`config.mk`:
```
export PLATFORM = sky130hd
export DESIGN_NAME = sample_sequencer
export DESIGN_NICKNAME = d
export VERILOG_FILES = /design/src/rtl/rast_pkg.sv /design/src/rtl/sample_sequencer.sv
export SDC_FILE = /design/constraint.sdc
export NUM_CORES = 1
export LEC_CHECK = 0
export CORE_AREA = 2 2 286 288
export DETAILED_ROUTE_END_ITERATION = 16
export DIE_AREA = 0 0 288 290
export PLACE_DENSITY_LB_ADDON = 0.2
export SETUP_SLACK_MARGIN = 0.02
export SLEW_MARGIN = 40
export SYNTH_ARGS = -nofsm -noshare
export SYNTH_HDL_FRONTEND = slang
export SYNTH_SLANG_ARGS = --single-unit
export TNS_END_PERCENT = 50
```
`constraint.sdc`:
```
create_clock -name clk -period 5.2 [get_ports clk]
set_clock_uncertainty 0.2 [all_clocks]
set_input_delay 1.04 -clock clk [delete_from_list [all_inputs] [get_ports clk]]
set_output_delay 1.04 -clock clk [all_outputs]
set_load 0.05 [all_outputs]
```
`src/rtl/rast_pkg.sv`:
```
// Shared rasterizer types and constants: fixed-point widths, sample-walk states, step decode.
package rast_pkg;

    localparam int SIGFIG = 24;
    localparam int RADIX  = 10;
    localparam int VERTS  = 3;
    localparam int AXIS   = 3;
    localparam int COLORS = 3;

    typedef enum logic {WAIT_STATE, TEST_STATE} samp_state_t;

    // One-hot sub-sample code to a fixed-point step; anything not one-hot means a full pixel.
    function automatic logic [SIGFIG-1:0] decode_step(input logic [3:0] sub_sample, input int radix);
        logic [SIGFIG-1:0] one;
        one = SIGFIG'(1) << radix;
        case (sub_sample)
            4'b1000: return one;
            4'b0100: return one >> 1;
            4'b0010: return one >> 2;
            4'b0001: return one >> 3;
            default: return one;
        endcase
    endfunction

endpackage

```
`src/rtl/sample_sequencer.sv`:
```
// Walks every sample position of a triangle's bounding box in row-major order, one per
// unfrozen cycle, presenting each with the latched triangle and color downstream.
module sample_sequencer
    import rast_pkg::*;
(
    input  logic                                   clk,
    input  logic                                   rst,
    input  logic [VERTS-1:0][AXIS-1:0][SIGFIG-1:0] tri_R13S,
    input  logic [COLORS-1:0][SIGFIG-1:0]          color_R13U,
    input  logic [1:0][1:0][SIGFIG-1:0]            box_R13S,
    input  logic                                   validTri_R13H,
    input  logic [3:0]                             subSample_RnnnnU,
    input  logic                                   halt_RnnnnL,
    output logic                                   halt_RnnnnL_up,
    output logic [VERTS-1:0][AXIS-1:0][SIGFIG-1:0] tri_R14S,
    output logic [COLORS-1:0][SIGFIG-1:0]          color_R14U,
    output logic [1:0][SIGFIG-1:0]                 sample_R14S,
    output logic                                   validSamp_R14H
);

    samp_state_t                            state_q, state_d;
    logic [VERTS-1:0][AXIS-1:0][SIGFIG-1:0] tri_q, tri_d;
    logic [COLORS-1:0][SIGFIG-1:0]          color_q, color_d;
    logic [1:0][1:0][SIGFIG-1:0]            box_q, box_d;
    logic [SIGFIG-1:0]                      step_q, step_d;
    logic [1:0][SIGFIG-1:0]                 sample_q, sample_d;
    logic                                   valid_q, valid_d;

    // One extra bit so stepping past the upper-right bound cannot wrap back inside the box.
    logic signed [SIGFIG:0] nx, ny, ur_x, ur_y;
    logic                   degenerate;

    assign nx   = $signed({sample_q[0][SIGFIG-1], sample_q[0]}) + $signed({1'b0, step_q});
    assign ny   = $signed({sample_q[1][SIGFIG-1], sample_q[1]}) + $signed({1'b0, step_q});
    assign ur_x = $signed({box_q[1][0][SIGFIG-1], box_q[1][0]});
    assign ur_y = $signed({box_q[1][1][SIGFIG-1], box_q[1][1]});

    assign degenerate = ($signed(box_R13S[1][0]) < $signed(box_R13S[0][0])) ||
                        ($signed(box_R13S[1][1]) < $signed(box_R13S[0][1]));

    assign halt_RnnnnL_up = halt_RnnnnL && (state_q == WAIT_STATE);

    always_comb begin
        state_d  = state_q;
        tri_d    = tri_q;
        color_d  = color_q;
        box_d    = box_q;
        step_d   = step_q;
        sample_d = sample_q;
        valid_d  = valid_q;
        case (state_q)
            WAIT_STATE: begin
                // A degenerate box is consumed without touching any register.
                if (validTri_R13H && !degenerate) begin
                    tri_d    = tri_R13S;
                    color_d  = color_R13U;
                    box_d    = box_R13S;
                    step_d   = decode_step(subSample_RnnnnU, RADIX);
                    sample_d = box_R13S[0];
                    valid_d  = 1'b1;
                    state_d  = TEST_STATE;
                end
            end
            TEST_STATE: begin
                if (nx <= ur_x) begin
                    sample_d[0] = nx[SIGFIG-1:0];
                end else if (ny <= ur_y) begin
                    sample_d[0] = box_q[0][0];
                    sample_d[1] = ny[SIGFIG-1:0];
                end else begin
                    valid_d = 1'b0;
                    state_d = WAIT_STATE;
                end
            end
        endcase
    end

    // NOTE: sequential state uses non-blocking assignments so every register samples the
    // pre-edge values; blocking here would create order-dependent simulation races.
    always_ff @(posedge clk) begin
        if (rst) begin
            state_q  <= WAIT_STATE;
            tri_q    <= '0;
            color_q  <= '0;
            box_q    <= '0;
            step_q   <= '0;
            sample_q <= '0;
            valid_q  <= 1'b0;
        end else if (halt_RnnnnL) begin
            state_q  <= state_d;
            tri_q    <= tri_d;
            color_q  <= color_d;
            box_q    <= box_d;
            step_q   <= step_d;
            sample_q <= sample_d;
            valid_q  <= valid_d;
        end
    end

    assign tri_R14S       = tri_q;
    assign color_R14U     = color_q;
    assign sample_R14S    = sample_q;
    assign validSamp_R14H = valid_q;

endmodule

```
### After elaboration in Yosys (flattened, before gate mapping)

Index checks and enable logic that the tools add are counted.

* output and inout bits: 338
* bits in latches: 0
* memory bits (read-only): 0
* bits in registers: 434
* memory bits (writable): 0
* input bits: 392
* memories kept: 0

* shift-type cells: 0
* $add $sub $neg: 2
* divide/modulo/power cells: 0
* multiply operators: 0
* mux-type cells: 14
* bitwise operators: 1
* equality and inequality tests: 8
* reductions and logical operators: 8
* order comparisons: 4

Operator list (count)
* 48-bit 2-to-1 mux: 2
* 48-bit case mux with 2 select lines: 1
* 24-bit by 25-bit adder with 25-bit output: 2
* 25-bit by 24-bit less-or-equal comparator with 1-bit output: 2
* 24-bit < comparator: 2
* 24-bit 2-to-1 mux: 2
* 11-bit case mux with 3 select lines: 1
* 4-bit AND reduction: 2
* 1-bit 2-to-1 mux: 6
* 3-bit AND reduction: 2
* 4-bit by 1-bit equality test with 1-bit output (second input constant): 1
* 4-bit by 2-bit equality test with 1-bit output (second input constant): 1
* 4-bit by 3-bit equality test with 1-bit output (second input constant): 1
* 2-bit by 1-bit inequality test with 1-bit output (second input constant): 2
* 2-bit inequality test (second input constant): 2
* 1-bit case mux with 2 select lines: 2
* 3-bit by 1-bit inequality test with 1-bit output (second input constant): 1
* 1-bit logical AND: 2
* 1-bit logical NOT: 1
* 1-bit logical OR: 1
* 1-bit NOT: 1

### Logic depth before layout (Yosys ltp)

Gate-level depths: netlist of the first run.

* word-level depth: 6
* gate-level depth with buffers: 17
* depth with buffers taken out: 16

### Worst setup path after synthesis of the first run

Ideal clock, no wire load.

* path type: register to register
* start point: reg sample_q (netlist bit sample_R14S[7])
* end point: reg sample_q (netlist bit sample_R14S[20])
* arrival: 4.797 ns
* data required time: 4.940 ns
* slack: 0.143 ns
* cell stages (with the launch flop): 18
* cell sequence: dfxtp_1 > ha_1 > inv_1 > fa_1 > nand2b_1 > a211oi_1 > or3b_2 > xnor2_1 > ha_1 > nand3_1 > nor4_1 > nand2_1 > a31o_2 > nor2_2 > buf_6 > mux2_4 > a2111oi_2 > a31o_1

* cells in the longest elaborated chain, start to end: 4
* elaborated cells between the ends (all ways): 6
* those cells by class: add/sub: 1; order compare: 1; eq/ne: 1; mux: 2; reduce/logical: 1

Ends and longest elaborated chain
* from (decl): RTL line sample_sequencer.sv:26 `logic [1:0][SIGFIG-1:0] sample_q, sample_d;`
* from (signal assigned): RTL line sample_sequencer.sv:95 `sample_q <= sample_d;`
* 24-bit by 25-bit adder with 25-bit output *: RTL line sample_sequencer.sv:33 `assign nx = $signed({sample_q[0][SIGFIG-1], sample_q[0]}) + $signed({1'b0, step_q});`
* 25-bit by 24-bit less-or-equal comparator with 1-bit output: RTL line sample_sequencer.sv:65 `if (nx <= ur_x) begin`
* 3-bit by 1-bit inequality test with 1-bit output (no line) or 24-bit 2-to-1 mux (tied branches)
* 3-bit AND reduction (no line) or 48-bit case mux with 2 select lines (tied branches)

Every way passes the cells marked *; elsewhere a longest branch is shown, timed or not.
A chain may end at the register's enable or synchronous reset.

### Final worst setup path of the first run

* start point: reg step_q[7]
* end point: reg sample_q (netlist bit sample_R14S[18])

* cells in the longest elaborated chain, start to end: 4
* elaborated cells between the ends (all ways): 8
* those cells by class: add/sub: 2; order compare: 2; eq/ne: 1; mux: 2; reduce/logical: 1

Ends and longest elaborated chain
* from (decl): RTL line sample_sequencer.sv:25 `logic [SIGFIG-1:0] step_q, step_d;`
* from (signal assigned): RTL line sample_sequencer.sv:94 `step_q <= step_d;`
* 24-bit by 25-bit adder with 25-bit output, on equally long branches: RTL line sample_sequencer.sv:33, sample_sequencer.sv:34
* 25-bit by 24-bit less-or-equal comparator with 1-bit output, on equally long branches: RTL line sample_sequencer.sv:65, sample_sequencer.sv:67
* 3-bit by 1-bit inequality test with 1-bit output (no line) or 24-bit 2-to-1 mux (tied branches)
* 3-bit AND reduction (no line) or 48-bit case mux with 2 select lines (tied branches)

Several ways; a longest one is shown, not always the timed one.

==> impl_metrics.py, run 1 <==
metrics = {
    "detailed_routing": {
        "wire_per_inst_microns": 20.9,
        "ant_nets": 0,
        "drc": 0,
        "wirelength_mm": 88.4,
        "vias": 21000,
        "routed_via_density": 4.96,
        "drtIter0Drc": 1299,
        "drtPass1Iterations": 5,
    },
    "timing": {
        "fin_tns_setup_ns": 0,
        "setup_viol_count_final": 0,
        "fmax_mhz": 207,
        "worst_pin_slew_ns": 0.881,
        "slew_viol_final": 0,
        "min_period_ns": 4.82,
        "hold_slack_ns": 0.272,
        "hold_viol": 0,
        "finalCritPeriodShare_pct": 92.7,
        "slew_headroom_pct": 41.3,
    },
    "hold_path": {
        "worstHoldPathCells": 2,
        "holdPathEnd": "color_R14U[2]",
        "hp-start": "color_R14U[2]",
        "hold_path.class": "reg2reg",
    },
    "logic_synthesis": {
        "synth-seq-area-share_pct": 41.7,
        "synth_commonest_cells": "a21oi_1 (430), dfxtp_1 (414), o21ai_0 (405), nand3_1 (397), clkbuf_1 (147)",
        "synth_top_area_share_pct": 41.7,
        "synthesis.nets": 2990,
        "synth_mux_area_share_pct": 1.68,
        "yosys-top-cells-area": "dfxtp_1 (42%), a21oi_1 (11%), o21ai_0 (10%)",
        "netlist_area_sq_um": 19900,
        "synth_compound_area_share_pct": 26.0,
        "syn_area_per_cell_sq_um": 7.98,
        "async_flop_share_pct": 0,
        "synth-seq-cells": 414,
        "synth-xor-area-share_pct": 1.37,
        "synthDistinctLibCells": 77,
        "yosysMostFrequentCell": "a21oi_1",
        "synth-simple-area-share_pct": 15.5,
        "synth_top_family_by_area": "compound AO/OA/AOI/OAI gates",
        "synth_edf_count": 0,
        "yosys_most_used_dff": "dfxtp_1",
        "synthAdderAreaFrac_pct": 6.74,
        "synth_warnings": 0,
        "yosys.area.top_type": "dfxtp_1",
        "syn_inst": 2492,
    },
    "global_routing": {
        "grt_pass1_vias": 20500,
        "track_usage_pct": 20.3,
        "gr-total-overflow": 0,
        "grt_pass1_wl_mm": 132,
        "grt_max_degree": 203,
        "antenna_found_initial": 18,
    },
    "placed_design": {
        "placed_area_sq_um": 28400,
        "io_buffers": 729,
        "gp_congestion": 0.831,
        "hpwl_mm": 62.6,
        "dp.cells": 4120,
    },
    "pwr": {
        "peakVddDrop_uv": 249,
        "p_per_area_nw_per_um2": 314,
        "power_mw": 9.52,
        "p_leak_nw": 10.6,
    },
    "setup_path": {
        "crit_required_ns": 5.54,
        "crit_type": "reg2reg",
        "timing.rr.end": "sample_R14S[18]",
        "setup.worst_path.end_class": "flop",
        "slowest_delay_ns": 0.49,
        "critPathTopFamily": "simple AND/OR/NAND/NOR gates",
        "r2r-start": "step_q[7]",
        "crit_fanout": 9,
        "startpoint_type": "flop",
        "worst_ep_arrival_time_ns": 5.16,
        "r2r_slack_ns": 0.38,
        "path_depth": 16,
        "cpMostUsedCell": "ha_1",
        "crit_slowest_cell": "or3b_2",
        "startpoint": "step_q[7]",
        "cp.buffers_inverters": 1,
        "reg2regPathDepth": 16,
        "worstPathCellList": "ha_1, inv_1, fa_1, nand2b_1, a211oi_1, or3b_2, xnor2_1, ha_1, nand3_1, nor4_2, nand2_1, a31o_2, nor2_4, mux2_2, a2111oi_1, a31o_1",
    },
    "clock_tree": {
        "worstSkewPairLatency_ns": 0.60,
        "cts_inserted_buffers": 52,
        "cts_setup_buffers": 0,
        "cts.sinks": 414,
        "clk_pin_slew_worst_paths_ns": 0.06,
        "cts_buffer_depth": 3,
        "htree_levels": 2,
        "root_buffer": "clkbuf_16",
        "cts_tree": "done",
    },
    "die": {
        "die_h_microns": 290,
        "die-width_microns": 288,
        "coreArea_sq_um": 80200,
        "row_count": 104,
        "initial_core_util_pct": 24.8,
        "dieArea_sq_um": 83500,
        "ioPinCount": 730,
    },
    "final_layout": {
        "fin_cells": 4225,
        "fill_cells": 8355,
        "fin_area_sq_um": 30400,
        "area_delta_synth_final_pct": 52.7,
        "final_nets": 3613,
        "drive_gt1_share_pct": 6.49,
    },
    "status": {
        "status": "finished, final reports clean",
    },
    "flow_run": {
        "cap_violations": 0,
    },
}
-- worst max-delay path by stage --
stage / endpoint / slack (ns)
final: sample_R14S[18] / 0.38
after global routing: sample_R14S[18] / -0.04
after CTS: sample_R14S[18] / 0.16
after detailed placement: sample_R14S[18] / 0.17
after global placement: sample_R14S[21] / 0.32
after floorplan: sample_R14S[20] / 0.14
-- metal layers --
layer  GRT usage (%)  up-vias  wire (microns)
li1                -    10200               -
met1            25.7     9935           37700
met2            33.0      628           41300
met3            5.50      157            6410
met4            6.95       20            2830
met5               0        -             130
-- stage by stage --
| step | utilization, % | worst slack [ns] |
|---|---|---|
| finish | 37.9 | 0.377 |
| global route | 37.9 | -0.0357 |
| CTS | 37.8 | 0.161 |
| detailed placement | 35.5 | 0.174 |
| global placement | 35.5 | 0.316 |
| floorplan | - | 0.143 |
-- what timing repair did --
action / 4_1_cts / 5_1_grt
hold buffers: 0 / 0
endpoints found under the setup margin: 0 / 32
resized for setup: 0 / 9
-- logic make-up (layout without fill, tap and decap cells) --
family          after synthesis  after routing
fa+ha+maj                   106            106
simple gates                615            615
other cells                   0              7
xor+xnor                     31             31
flops                       414            414
compound gates              947            947
mux                          31             31
buf+inv                     348           1014
-- power by group --
group | total [mW] | switching [mW] | leakage, nW | internal, mW
combinational | 2.25 | 1.40 | 6.34 | 0.853
clock | 3.91 | 1.53 | 0.906 | 2.38
sequential | 3.36 | 0.0730 | 3.35 | 3.29
total | 9.52 | 3.00 | 10.6 | 6.52
-- worst min-delay path, stage by stage, from the launching register on --
cell and delay, ns:
dfxtp_1 0.30, o21ai_0 0.06, a21oi_1 0.06
-- state kept, by name, indices dropped and copies added, names as in the netlist --
| register | flops |
|---|---|
| step_q | 4 |
| validSamp_R14H | 1 |
| color_R14U | 72 |
| tri_R14S | 216 |
| sample_R14S | 48 |
| box_q | 72 |
| state_q | 1 |
-- cell type report --
cell class              count  area (sq um)  share of cell area, %
diodes                      7          17.5                 0.0577
clock inverters            19           263                  0.865
flip-flops and latches    414          8290                   27.3
clock buffers              78          1570                   5.17
inverters                 115           442                   1.45
multi-input cells        1730         10300                   33.8
repair buffers            802          8180                   26.9
well taps                1060          1330                   4.37
-- cell usage in the layout (no fill, tap or decap), types with 9 or more instances in the layout --
cell,count
ha_1,104
nor2_1,64
buf_4,48
mux2i_1,18
nor3_1,13
nor2b_1,10
dfxtp_1,413
nand3_1,397
clkbuf_8,15
a221o_1,12
clkdlybuf4s50_1,727
nand2_1,59
a21oi_1,429
xnor2_1,23
clkbuf_16,53
o21ai_0,405
o211ai_1,9
a31oi_1,10
mux2_2,9
nor4_1,9
buf_12,25
nand4_1,21
a211oi_1,9
and3_1,11
clkbuf_1,10
inv_1,112
Power figures use the tool's default switching activity.
==> inputs of run 2 (changes only) <==
clock period = 6.1 ns   (was 5.2 ns; I/O delays follow)
==> run 2 against run 1 <==
  * Die area stayed put
  * Sequential cell count stayed put
  * Sequential power is 15% lower
  * Final area is 1.3% lower
  * Critical path depth stayed put
  * Register-to-register slack better by 0.13 ns
  * Fmax is 14% lower
  * Sequential share of layout area is 0.38 points higher
  * Setup slack better by 0.13 ns
  * Power is 15% lower
  * Global-route usage is 0.075 points higher
  * Highest routed layer unchanged
==> impl_metrics.py, run 2 (synthesis results as in run 1) <==
metrics = {
    "clock_tree": {
        "cts_setup_buffers": 0,
        "cts_inserted_buffers": 53,
        "root_buffer": "clkbuf_16",
        "cts_hold_repair.buffers": 0,
        "cts.repair.resized": 0,
        "htree_levels": 2,
        "cts.sinks": 414,
        "worstSkewPairLatency_ns": 0.61,
        "cts_buffer_depth": 3,
        "clk_pin_slew_worst_paths_ns": 0.06,
        "cts_tree": "done",
    },
    "placed_design": {
        "pre_cts_ws_ns": 0.332,
        "io_buffers": 729,
        "hpwl_mm": 62.3,
        "gp_congestion": 0.806,
    },
    "global_routing": {
        "grt_max_degree": 145,
        "track_usage_pct": 20.3,
        "grt_pass1_vias": 20500,
        "antenna_found_initial": 10,
        "gr-total-overflow": 0,
        "grt_pass1_wl_mm": 133,
    },
    "detailed_routing": {
        "drtIter0Drc": 1087,
        "wl_met3_mm": 5.51,
        "drc": 0,
        "top_layer_used": "met5",
        "drtPass1Iterations": 5,
        "vias": 21000,
        "met2WireLength_mm": 42.1,
        "routed_via_density": 5.00,
        "wl_met1_mm": 38.7,
        "wire_per_inst_microns": 21.2,
        "wirelength_mm": 88.6,
        "ant_nets": 0,
    },
    "die": {
        "row_count": 104,
        "die-width_microns": 288,
        "ioPinCount": 730,
        "initial_core_util_pct": 24.8,
        "coreArea_sq_um": 80200,
        "dieArea_sq_um": 83500,
        "die_h_microns": 290,
    },
    "setup_path": {
        "setup.worst_path.end_class": "flop",
        "startpoint_type": "flop",
        "crit_fanout": 10,
        "worst_ep_arrival_time_ns": 5.92,
        "crit_required_ns": 6.42,
        "crit_type": "reg2reg",
    },
    "pwr": {
        "p_per_area_nw_per_um2": 269,
        "p_leak_nw": 10.4,
        "peakVddDrop_uv": 213,
        "power_mw": 8.06,
    },
    "final_layout": {
        "final_common_cell": "clkdlybuf4s50_1",
        "area_delta_synth_final_pct": 50.6,
        "fill_cells": 8374,
        "drive_gt1_share_pct": 5.34,
        "final_nets": 3583,
        "final_util_pct": 37.4,
        "final_cell_mix": "clkdlybuf4s50_1 (727), a21oi_1 (429), dfxtp_1 (413)",
        "largest_reg_flops": 216,
    },
    "flow_run": {
        "cap_violations": 0,
    },
    "timing": {
        "worst_pin_slew_ns": 0.800,
        "hold_viol": 0,
        "setup_viol_count_final": 0,
        "finalCritPeriodShare_pct": 91.7,
        "worst_slack_ns": 0.505,
        "slew_headroom_pct": 46.7,
        "slew_viol_final": 0,
        "rsz0062_at_grt": "no",
        "min_period_ns": 5.59,
        "fmax_mhz": 179,
        "hold_slack_ns": 0.273,
        "fin_tns_setup_ns": 0,
    },
    "status": {
        "status": "finished, final reports clean",
    },
    "hold_path": {
        "hold_path.class": "reg2reg",
    },
}
-- run 2: final timing paths --
path	from	end	slack [ns]	cells past startpoint
setup / recovery	step_q[7]	sample_R14S[9]	0.51	16
hold / removal	tri_R14S[28]	tri_R14S[28]	0.27	2
setup reg to reg	step_q[7]	sample_R14S[9]	0.51	16
hold reg to reg	tri_R14S[28]	tri_R14S[28]	0.27	2
-- run 2: per-stage QoR --
step           cells  area [sq um]
4_1_cts         4185         29900
3_5_place_dp    4090         28100
6_report        4189         30000
3_3_place_gp    4088         28000
5_1_grt         4189         30000
2_1_floorplan   2492         19900
-- run 2: layer usage --
| layer | vias to the layer above | track usage [%] |
|---|---|---|
| li1 | 10200 | - |
| met1 | 10100 | 26.3 |
| met2 | 574 | 33.7 |
| met3 | 129 | 4.80 |
| met4 | 12 | 5.60 |
| met5 | - | 0 |
-- run 2: final cells by class --
| class | count | area, sq um | share of cell area, % |
|---|---|---|---|
| sequential | 414 | 8290 | 27.7 |
| timing repair buffer | 771 | 7820 | 26.1 |
| inverter | 115 | 439 | 1.47 |
| clock buffer | 79 | 1600 | 5.33 |
| antenna | 4 | 10.0 | 0.0334 |
| clock inverter | 16 | 238 | 0.793 |
| multi-input combinational | 1730 | 10200 | 34.2 |
| tap | 1060 | 1330 | 4.43 |
-- run 2: worst max-delay path: stages, from the launching register on --
cell,delay (ns)
dfxtp_1,0.37
ha_1,0.18
inv_1,0.05
fa_1,0.39
nand2b_1,0.18
a211oi_2,0.42
or3b_2,0.50
xnor2_1,0.17
ha_1,0.35
nand3_1,0.13
nor4_1,0.60
nand2_1,0.16
a31o_2,0.35
nor2_2,0.47
o21ai_4,0.21
a21oi_2,0.52
mux2i_1,0.26
-- run 2: report_power, final --
group,total [mW],switching (mW),internal [mW]
Sequential,2.87,0.0685,2.80
Clock,3.35,1.30,2.05
Combinational,1.84,1.17,0.674
==> inputs of run 3 (changes only) <==
PLACE_DENSITY_LB_ADDON = unset   (was 0.2)
==> run 3 against run 2 <==
  * Sequential power about the same
  * Largest cell class unchanged
  * First-iteration DRC count up 30%
  * Highest routed layer unchanged
  * Critical path type unchanged
  * Critical path depth grew 2
  * Setup slack gained 0.094 ns
==> impl_metrics.py, run 3 (synthesis results as in run 1) <==
metrics = {
    "detailed_routing": {
        "drtPass1Iterations": 6,
        "wire_per_inst_microns": 21.1,
        "drtIter0Drc": 1412,
        "vias": 21300,
        "drc": 0,
        "ant_nets": 0,
        "routed_via_density": 5.05,
        "wirelength_mm": 88.8,
    },
    "setup_path": {
        "crit_required_ns": 6.46,
        "crit_type": "reg2reg",
        "worstPathCellList": "ha_1, inv_1, fa_1, nand2b_1, a211oi_1, buf_4, or3b_2, xnor2_1, ha_1, nand3_1, nor4_1, nand2_1, a31o_2, nor2_2, buf_4, mux2_4, a2111oi_2, a31o_1",
        "slowest_delay_ns": 0.58,
        "crit_fanout": 9,
        "crit_slowest_cell": "nor4_1",
        "startpoint_type": "flop",
        "setup.worst_path.end_class": "flop",
        "worst_ep_arrival_time_ns": 5.86,
        "cp.buffers_inverters": 3,
        "critPathTopFamily": "simple AND/OR/NAND/NOR gates",
    },
    "clock_tree": {
        "htree_levels": 2,
        "cts_tree": "done",
        "cts_inserted_buffers": 51,
        "cts_buffer_depth": 3,
        "cts.repair.resized": 0,
        "cts_hold_repair.buffers": 0,
        "worstSkewPairLatency_ns": 0.60,
        "cts.sinks": 414,
        "cts_setup_buffers": 0,
        "root_buffer": "clkbuf_16",
        "clk_pin_slew_worst_paths_ns": 0.06,
    },
    "timing": {
        "slew_viol_final": 0,
        "worst_pin_slew_ns": 0.873,
        "hold_slack_ns": 0.271,
        "setup_viol_count_final": 0,
        "hold_viol": 0,
        "slew_headroom_pct": 41.8,
        "finalCritPeriodShare_pct": 90.2,
        "rsz0062_at_grt": "no",
        "fmax_mhz": 182,
        "fin_tns_setup_ns": 0,
        "min_period_ns": 5.50,
        "worst_slack_ns": 0.599,
    },
    "die": {
        "die-width_microns": 288,
        "coreArea_sq_um": 80200,
        "die_h_microns": 290,
        "ioPinCount": 730,
        "dieArea_sq_um": 83500,
        "row_count": 104,
        "initial_core_util_pct": 24.8,
    },
    "placed_design": {
        "placed_area_sq_um": 28400,
        "io_buffers": 729,
        "gp_congestion": 0.897,
        "pre_cts_ws_ns": 0.503,
        "dp.cells": 4115,
        "hpwl_mm": 64.2,
    },
    "global_routing": {
        "grt_pass1_vias": 20700,
        "grt_pass1_wl_mm": 132,
        "antenna_found_initial": 14,
        "track_usage_pct": 20.3,
        "gr-total-overflow": 0,
        "grt_max_degree": 168,
    },
    "final_layout": {
        "drive_gt1_share_pct": 6.06,
        "largest_reg_flops": 216,
        "final_nets": 3608,
        "area_delta_synth_final_pct": 51.5,
        "fin_cells": 4215,
        "final_common_cell": "clkdlybuf4s50_1",
        "fin_area_sq_um": 30100,
        "final_cell_mix": "clkdlybuf4s50_1 (727), a21oi_1 (430), dfxtp_1 (413)",
    },
    "hold_path": {
        "hold_path.class": "reg2reg",
    },
    "pwr": {
        "peakVddDrop_uv": 215,
        "p_leak_nw": 10.5,
        "p_per_area_nw_per_um2": 261,
    },
    "flow_run": {
        "cap_violations": 0,
    },
    "status": {
        "status": "finished, final reports clean",
    },
}
run 3: cell count changes in the layout (fill, tap and decap cells not counted), moves of 2 or more:
cell / change
buf_12: +8
bufinv_16: -3
clkbuf_16: -4
clkinvlp_4: +2
buf_4: +21
clkinv_8: +2
buf_6: -3
run 3: final timing paths:
check                     start              end  slack, ns  cells after the start
setup / recovery      step_q[7]  sample_R14S[20]       0.60                     18
hold / removal    tri_R14S[210]    tri_R14S[210]       0.27                      2
setup reg to reg      step_q[7]  sample_R14S[20]       0.60                     18
hold reg to reg   tri_R14S[210]    tri_R14S[210]       0.27                      2
run 3: area by class of cell:
cell class                 instances  area, sq um
clock inverter                    19          228
sequential                       414         8290
antenna                            5         12.5
tap                             1060         1330
clock buffer                      74         1480
fill                            8210        50000
multi-input combinational       1730        10200
inverter                         115          439
timing repair buffer             798         8110
run 3: power by group:
part           internal [mW]  switching (mW)
clock                   1.82            1.28
combinational          0.714            1.19
sequential              2.80          0.0707
total                   5.34            2.54
run 3: worst min-delay path: stages, from the launching register on:
cell and delay, ns:
dfxtp_1 0.30, o21ai_0 0.06, a21oi_1 0.06
run 3: routing by layer:
layer / vias up / global-route usage (%) / part of all wire, %
li1: 10200 / - / -
met1: 10200 / 26.1 / 43
met2: 785 / 33.1 / 47
met3: 139 / 5.18 / 7.8
met4: 14 / 5.94 / 2.5
met5: - / 0 / 0.096
run 3: per-stage QoR:
step | utilization [%] | total power [mW]
floorplan | - | 3.97
global placement | 35.3 | 4.80
detailed placement | 35.4 | 4.81
CTS | 37.5 | 7.95
global route | 37.6 | 8.21
finish | 37.6 | 7.88
